**config.mk**
```make
export PLATFORM = sky130hd
export DESIGN_NAME = vec100_assembler
export DESIGN_NICKNAME = d
export VERILOG_FILES = /design/src/rtl/vec100_assembler.sv
export SDC_FILE = /design/constraint.sdc
export NUM_CORES = 1
export LEC_CHECK = 0
export CORE_MARGIN = 4
export CORE_UTILIZATION = 44
export CTS_CLUSTER_DIAMETER = 120
export DETAILED_ROUTE_END_ITERATION = 8
export GPL_TIMING_DRIVEN = 0
export PLACE_DENSITY = 0.87
export SETUP_SLACK_MARGIN = 0.2
export SLEW_MARGIN = 0
export SYNTH_ARGS = -nofsm -noshare
export SYNTH_HDL_FRONTEND = slang
export SYNTH_SLANG_ARGS = --single-unit
```
**constraint.sdc**
```tcl
create_clock -name clk -period 1.8 [get_ports clk]
set_clock_uncertainty 0.05 [all_clocks]
set_input_delay 0.27 -clock clk [delete_from_list [all_inputs] [get_ports clk]]
set_output_delay 0.27 -clock clk [all_outputs]
set_load 0.005 [all_outputs]
```
**src/rtl/vec100_assembler.sv**
```systemverilog
// vec100_assembler: packs CHUNK_W-bit chunks into one OUT_W-bit word.
// Chunk k of a word lands at out[k*CHUNK_W +: CHUNK_W]. A word ends after
// NUM_CHUNKS chunks, or earlier when in_last is seen. The finished word is
// held on out until the downstream stage takes it with out_ready.
module vec100_assembler #(
  parameter  int CHUNK_W    = 10,
  parameter  int NUM_CHUNKS = 10,
  localparam int OUT_W      = CHUNK_W * NUM_CHUNKS
) (
  input  logic               clk,
  input  logic               aresetn,
  input  logic               in_valid,
  output logic               in_ready,
  input  logic [CHUNK_W-1:0] in_data,
  input  logic               in_last,
  output logic               out_valid,
  input  logic               out_ready,
  output logic [OUT_W-1:0]   out,
  output logic               out_short
);

  localparam int CNT_W = (NUM_CHUNKS > 1) ? $clog2(NUM_CHUNKS) : 1;
  localparam logic [CNT_W-1:0] CNT_LAST = CNT_W'(NUM_CHUNKS - 1);

  typedef enum logic {
    FILL = 1'b0,
    HOLD = 1'b1
  } state_t;

  state_t           state_reg, state_next;
  logic [CNT_W-1:0] cnt_reg, cnt_next;
  logic [OUT_W-1:0] out_reg, out_next;
  logic             short_reg, short_next;
  logic             run_reg;

  logic accept;
  logic first;
  logic term;

  // Handshake outputs come from registers only. run_reg keeps in_ready low
  // during reset and until the first clock edge after reset is released.
  assign in_ready  = run_reg && (state_reg == FILL);
  assign out_valid = (state_reg == HOLD);
  assign out       = out_reg;
  assign out_short = short_reg;

  assign accept = in_valid && in_ready;
  assign first  = accept && (cnt_reg == '0);
  assign term   = accept && (in_last || (cnt_reg == CNT_LAST));

  // Per-chunk lanes: load the chunk addressed by cnt; the first chunk of a
  // word clears every other lane so nothing from the previous word survives
  // and an early-terminated word reads zero above its last chunk.
  for (genvar gi = 0; gi < NUM_CHUNKS; gi++) begin : g_lane
    localparam logic [CNT_W-1:0] LANE = CNT_W'(gi);
    assign out_next[gi*CHUNK_W +: CHUNK_W] =
      (accept && (cnt_reg == LANE)) ? in_data :
      first                         ? '0      :
                                      out_reg[gi*CHUNK_W +: CHUNK_W];
  end

  // Ready-enable flag: low in reset, high from the first edge afterwards.
  always_ff @(posedge clk or negedge aresetn) begin
    if (!aresetn) run_reg <= 1'b0;
    else          run_reg <= 1'b1;
  end

  // State, counter, assembled word and short flag registers.
  always_ff @(posedge clk or negedge aresetn) begin
    if (!aresetn) begin
      state_reg <= FILL;
      cnt_reg   <= '0;
      out_reg   <= '0;
      short_reg <= 1'b0;
    end else begin
      state_reg <= state_next;
      cnt_reg   <= cnt_next;
      out_reg   <= out_next;
      short_reg <= short_next;
    end
  end

  // Next-state logic: count chunks in FILL, wait for the consumer in HOLD.
  always_comb begin
    state_next = state_reg;
    cnt_next   = cnt_reg;
    short_next = short_reg;
    case (state_reg)
      FILL: begin
        if (accept) begin
          if (term) begin
            state_next = HOLD;
            cnt_next   = '0;
            // in_last on the final chunk is a normal full word
            short_next = (cnt_reg != CNT_LAST);
          end else begin
            cnt_next = cnt_reg + CNT_W'(1);
          end
        end
      end
      HOLD: begin
        if (out_ready) state_next = FILL;
      end
      default: state_next = FILL;
    endcase
  end

endmodule

```
==> run metrics <==
TritonCTS clock tree=yes; time the final worst path needs with I/O delays and setup=1.84 ns; Post-Synthesis Mean Instance Area=12.3 µm²; number of antenna repair diodes=0; non-filler instance count after layout=660; via count of the first global-routing pass=roughly 3.6k; Crit-path slowest cell=sky130_fd_sc_hd__or4b_4; Critical Path Sink Type=register; area share of the largest cell type after synthesis=~60%; height of the chip=109 µm; Fillers=~770; clock sink total=~110; detailed-router iteration count before antenna repair=4; total leakage power=approximately 3.5 nW; Synth Instances=~360; Chip Width=roughly 110 µm; post-synth net total=382; Die ar.=11800 µm²; slew at the pin with the worst max-slew slack=0.750 ns; slew margin rel.=about half; peak fanout along the critical path=7; # rows=36; kind of critical path=reg2reg; Seq/Total Area, Yosys=between 60% and 70%; worst-path cell chain=or4b_4, buf_8, o22a_4, buf_6, a22o_1; final core area utilization=approximately 67%; Reg2Reg Capture Point=out[66]; startpoint types=register; global routing usage summed across all routing layers=between 20 and 25%; max-capacitance violation count=0; placed cells=about 600; final critical-path setup slack=-0.0415 ns; Worst EP arrival=2.03 ns; IO Count=around 120; clock transition at the register clock pins on the worst setup and hold paths after CTS=0.11 ns; Largest register FFs=100; wire length of the first global-routing pass=19700 µm; post-detailed-route wirelength per cell=19.9 µm; count of warnings emitted by yosys=0; final setup fails=16; sum of negative setup slack=-0.386 ns; pre-CTS setup slack=-0.580 ns; flip-flop and latch count after synthesis=around 110; post-route design area=6580 µm²; Crit path largest cell delay=around 0.54 ns; class of the most critical hold timing path=in2async; number of antenna violations at the first check in global routing=0; RR Startpoint=cnt_reg[2]; final hold violation count=0; required time of the critical path=1.99 ns; later-pin clock latency in the skew report=between 0.3 and 0.4 ns; total power=around 6.2 mW; R2R depth=5; number of buffers inserted during clock tree synthesis=9; Fin Hold WS=slightly below 0.4 ns; count of port buffers added during placement=107; root buf cell=sky130_fd_sc_hd__clkbuf_8; remaining global-route overflow=0; post-detailed-route count of antenna-violating nets=0; Core Footprint=approximately 9800 µm²; via count normalized by instance count=5.35; number of violations reported at the end of detailed-routing iteration 0=about 170; cell types with the largest area share after synthesis=sky130_fd_sc_hd__dfrtp_1 (60%), sky130_fd_sc_hd__a22o_1 (9.8%), sky130_fd_sc_hd__mux2i_1 (9.0%), sky130_fd_sc_hd__inv_1 (2.8%), sky130_fd_sc_hd__mux2_1 (2.5%); share of final-layout standard cells stronger than drive strength 1=roughly 22%; family with the most delay on the worst path=simple AND/OR/NAND/NOR gates; peak ir drop on the vdd network=~620 µV; Netlist cell types=39; post-synthesis instance area=~4500 µm²; Period Utilization, post-route=102%; Buf+Inv Stages, Crit Path=2; RSZ-0062 raised after global routing=true; post-synthesis to final-layout area growth=47.7%; Clock Tree Buf Depth=2; final slew viol count=0; fmax=around 540 MHz; R2R setup slack=-0.04 ns; Layout Nets=541; initial standard-cell utilization of the core=a little under half; status=finished, violations left; placed cell area=~5800 µm²; WL final=about 13000 µm; library cell occupying the most area in the post-synthesis netlist=sky130_fd_sc_hd__dfrtp_1; Max H-tree Level=3; violations in the final reports=negative setup slack; weighted congestion at the end of routability-driven global placement=0.825; detailed-placement wirelength estimate=about 8000 µm; Power Density=between 900 and 1000 nW/µm²; maximum number of pins on one net before global-route repair=67; vias post-DR=3529; DRC violations left=0
repair_timing:
item                                    in CTS  in global routing
endpoints found under the setup margin     109                138
endpoints found under the hold margin       41                  0
gates resized for setup                     68                 71
hold buffers                                 1                  0
pin swaps                                    9                  9
setup buffers                               16                 16
gates cloned                                 4                  3
Yosys cell counts:
master / n
sky130_fd_sc_hd__a31oi_1: 1
sky130_fd_sc_hd__a22o_1: 50
sky130_fd_sc_hd__and2_0: 1
sky130_fd_sc_hd__or4_1: 1
sky130_fd_sc_hd__o22ai_1: 1
sky130_fd_sc_hd__buf_1: 10
sky130_fd_sc_hd__o22a_1: 1
sky130_fd_sc_hd__inv_1: 33
sky130_fd_sc_hd__or4b_1: 3
sky130_fd_sc_hd__nand3b_1: 2
sky130_fd_sc_hd__mux2i_1: 40
sky130_fd_sc_hd__a21o_1: 2
sky130_fd_sc_hd__or4bb_1: 1
sky130_fd_sc_hd__buf_2: 7
sky130_fd_sc_hd__a221o_1: 1
sky130_fd_sc_hd__a21oi_1: 3
sky130_fd_sc_hd__and3_1: 1
sky130_fd_sc_hd__nor2_4: 1
sky130_fd_sc_hd__clkbuf_1: 12
sky130_fd_sc_hd__o21ai_0: 22
sky130_fd_sc_hd__nor2b_1: 3
sky130_fd_sc_hd__and2_1: 4
sky130_fd_sc_hd__a2111oi_0: 1
sky130_fd_sc_hd__nor4b_1: 1
sky130_fd_sc_hd__a22oi_1: 3
sky130_fd_sc_hd__clkbuf_2: 1
sky130_fd_sc_hd__conb_1: 1
sky130_fd_sc_hd__nand2_1: 23
sky130_fd_sc_hd__mux2_1: 10
sky130_fd_sc_hd__nor4bb_1: 1
sky130_fd_sc_hd__nor2_8: 1
sky130_fd_sc_hd__nor3_1: 2
sky130_fd_sc_hd__buf_6: 2
sky130_fd_sc_hd__nor2_1: 2
sky130_fd_sc_hd__dfrtp_1: 107
sky130_fd_sc_hd__nand3_1: 2
sky130_fd_sc_hd__ha_1: 4
sky130_fd_sc_hd__and3b_1: 1
sky130_fd_sc_hd__nand2b_1: 1
worst reg2reg max path, stage by stage (launching register included):
cell,delay [ns]
sky130_fd_sc_hd__dfrtp_1,0.43
sky130_fd_sc_hd__or4b_4,0.54
sky130_fd_sc_hd__buf_8,0.16
sky130_fd_sc_hd__o22a_4,0.24
sky130_fd_sc_hd__buf_6,0.13
sky130_fd_sc_hd__a22o_1,0.18
cell usage in the layout (no fill, tap or decap), types with 3 or more instances in the layout:
master / netlist / layout
sky130_fd_sc_hd__clkbuf_4: 0 / 4
sky130_fd_sc_hd__mux2_4: 0 / 8
sky130_fd_sc_hd__clkdlybuf4s50_1: 0 / 72
sky130_fd_sc_hd__dfrtp_1: 107 / 103
sky130_fd_sc_hd__buf_6: 2 / 15
sky130_fd_sc_hd__o21ai_1: 0 / 18
sky130_fd_sc_hd__a22o_1: 50 / 50
sky130_fd_sc_hd__clkbuf_1: 12 / 4
sky130_fd_sc_hd__dfrtp_2: 0 / 4
sky130_fd_sc_hd__nor2_4: 1 / 3
sky130_fd_sc_hd__mux2i_1: 40 / 40
sky130_fd_sc_hd__ha_4: 0 / 3
sky130_fd_sc_hd__clkbuf_8: 0 / 10
sky130_fd_sc_hd__inv_1: 33 / 31
sky130_fd_sc_hd__dlymetal6s2s_1: 0 / 30
sky130_fd_sc_hd__buf_4: 0 / 31
sky130_fd_sc_hd__buf_1: 10 / 10
sky130_fd_sc_hd__nand2_1: 23 / 21
sky130_fd_sc_hd__dlygate4sd2_1: 0 / 3
sky130_fd_sc_hd__clkbuf_2: 1 / 5
sky130_fd_sc_hd__a21oi_1: 3 / 3
sky130_fd_sc_hd__a22oi_2: 0 / 3
sky130_fd_sc_hd__clkinv_4: 0 / 3
layer usage:
| layer | GRT usage (%) | vias up | share of wire, % |
|---|---|---|---|
| li1 | - | 1577 | - |
| met1 | 27.7 | 1772 | 40 |
| met2 | 36.2 | 153 | 50 |
| met3 | 4.60 | 27 | 8.0 |
| met4 | 8.57 | 0 | 2.0 |
| met5 | 0 | - | 0 |
area by class of cell:
cell class	instances	area (µm²)	share of cell area (%)
clock buffers	11	141	2.15
flip-flops and latches	107	2680	40.8
inverters	33	124	1.88
repair buffers	146	1500	22.8
well taps	133	166	2.53
clock inverters	5	38.8	0.590
multi-input cells	193	1720	26.2
plain buffers	32	205	3.12
where the power goes:
group,switching [mW],internal (mW),total (mW)
clock network,0.813,0.548,1.36
registers,0.245,2.76,3.00
logic,0.761,1.11,1.88
cell families after synthesis:
group | share of synthesized area, %
AOI/OAI and AO/OA | 14.4
adders and majority gates | 1.12
other | 0.0842
and+or+nand+nor | 6.72
muxes | 11.5
buffers and inverters | 6.04
DFF | 60.1
worst max path at each step:
stage,startpoint,endpoint,slack [ns],cells after the start
after floorplan,out_valid,out[60],0.07,5
after global placement,aresetn,out_valid,-3.66,1
after detailed placement,in_valid,out[23],-0.58,4
after CTS,out_valid,out[67],-0.04,5
after global routing,cnt_reg[2],out[62],-0.09,5
final,cnt_reg[2],out[66],-0.04,5
Note: power is estimated with default switching activity, not from simulation.
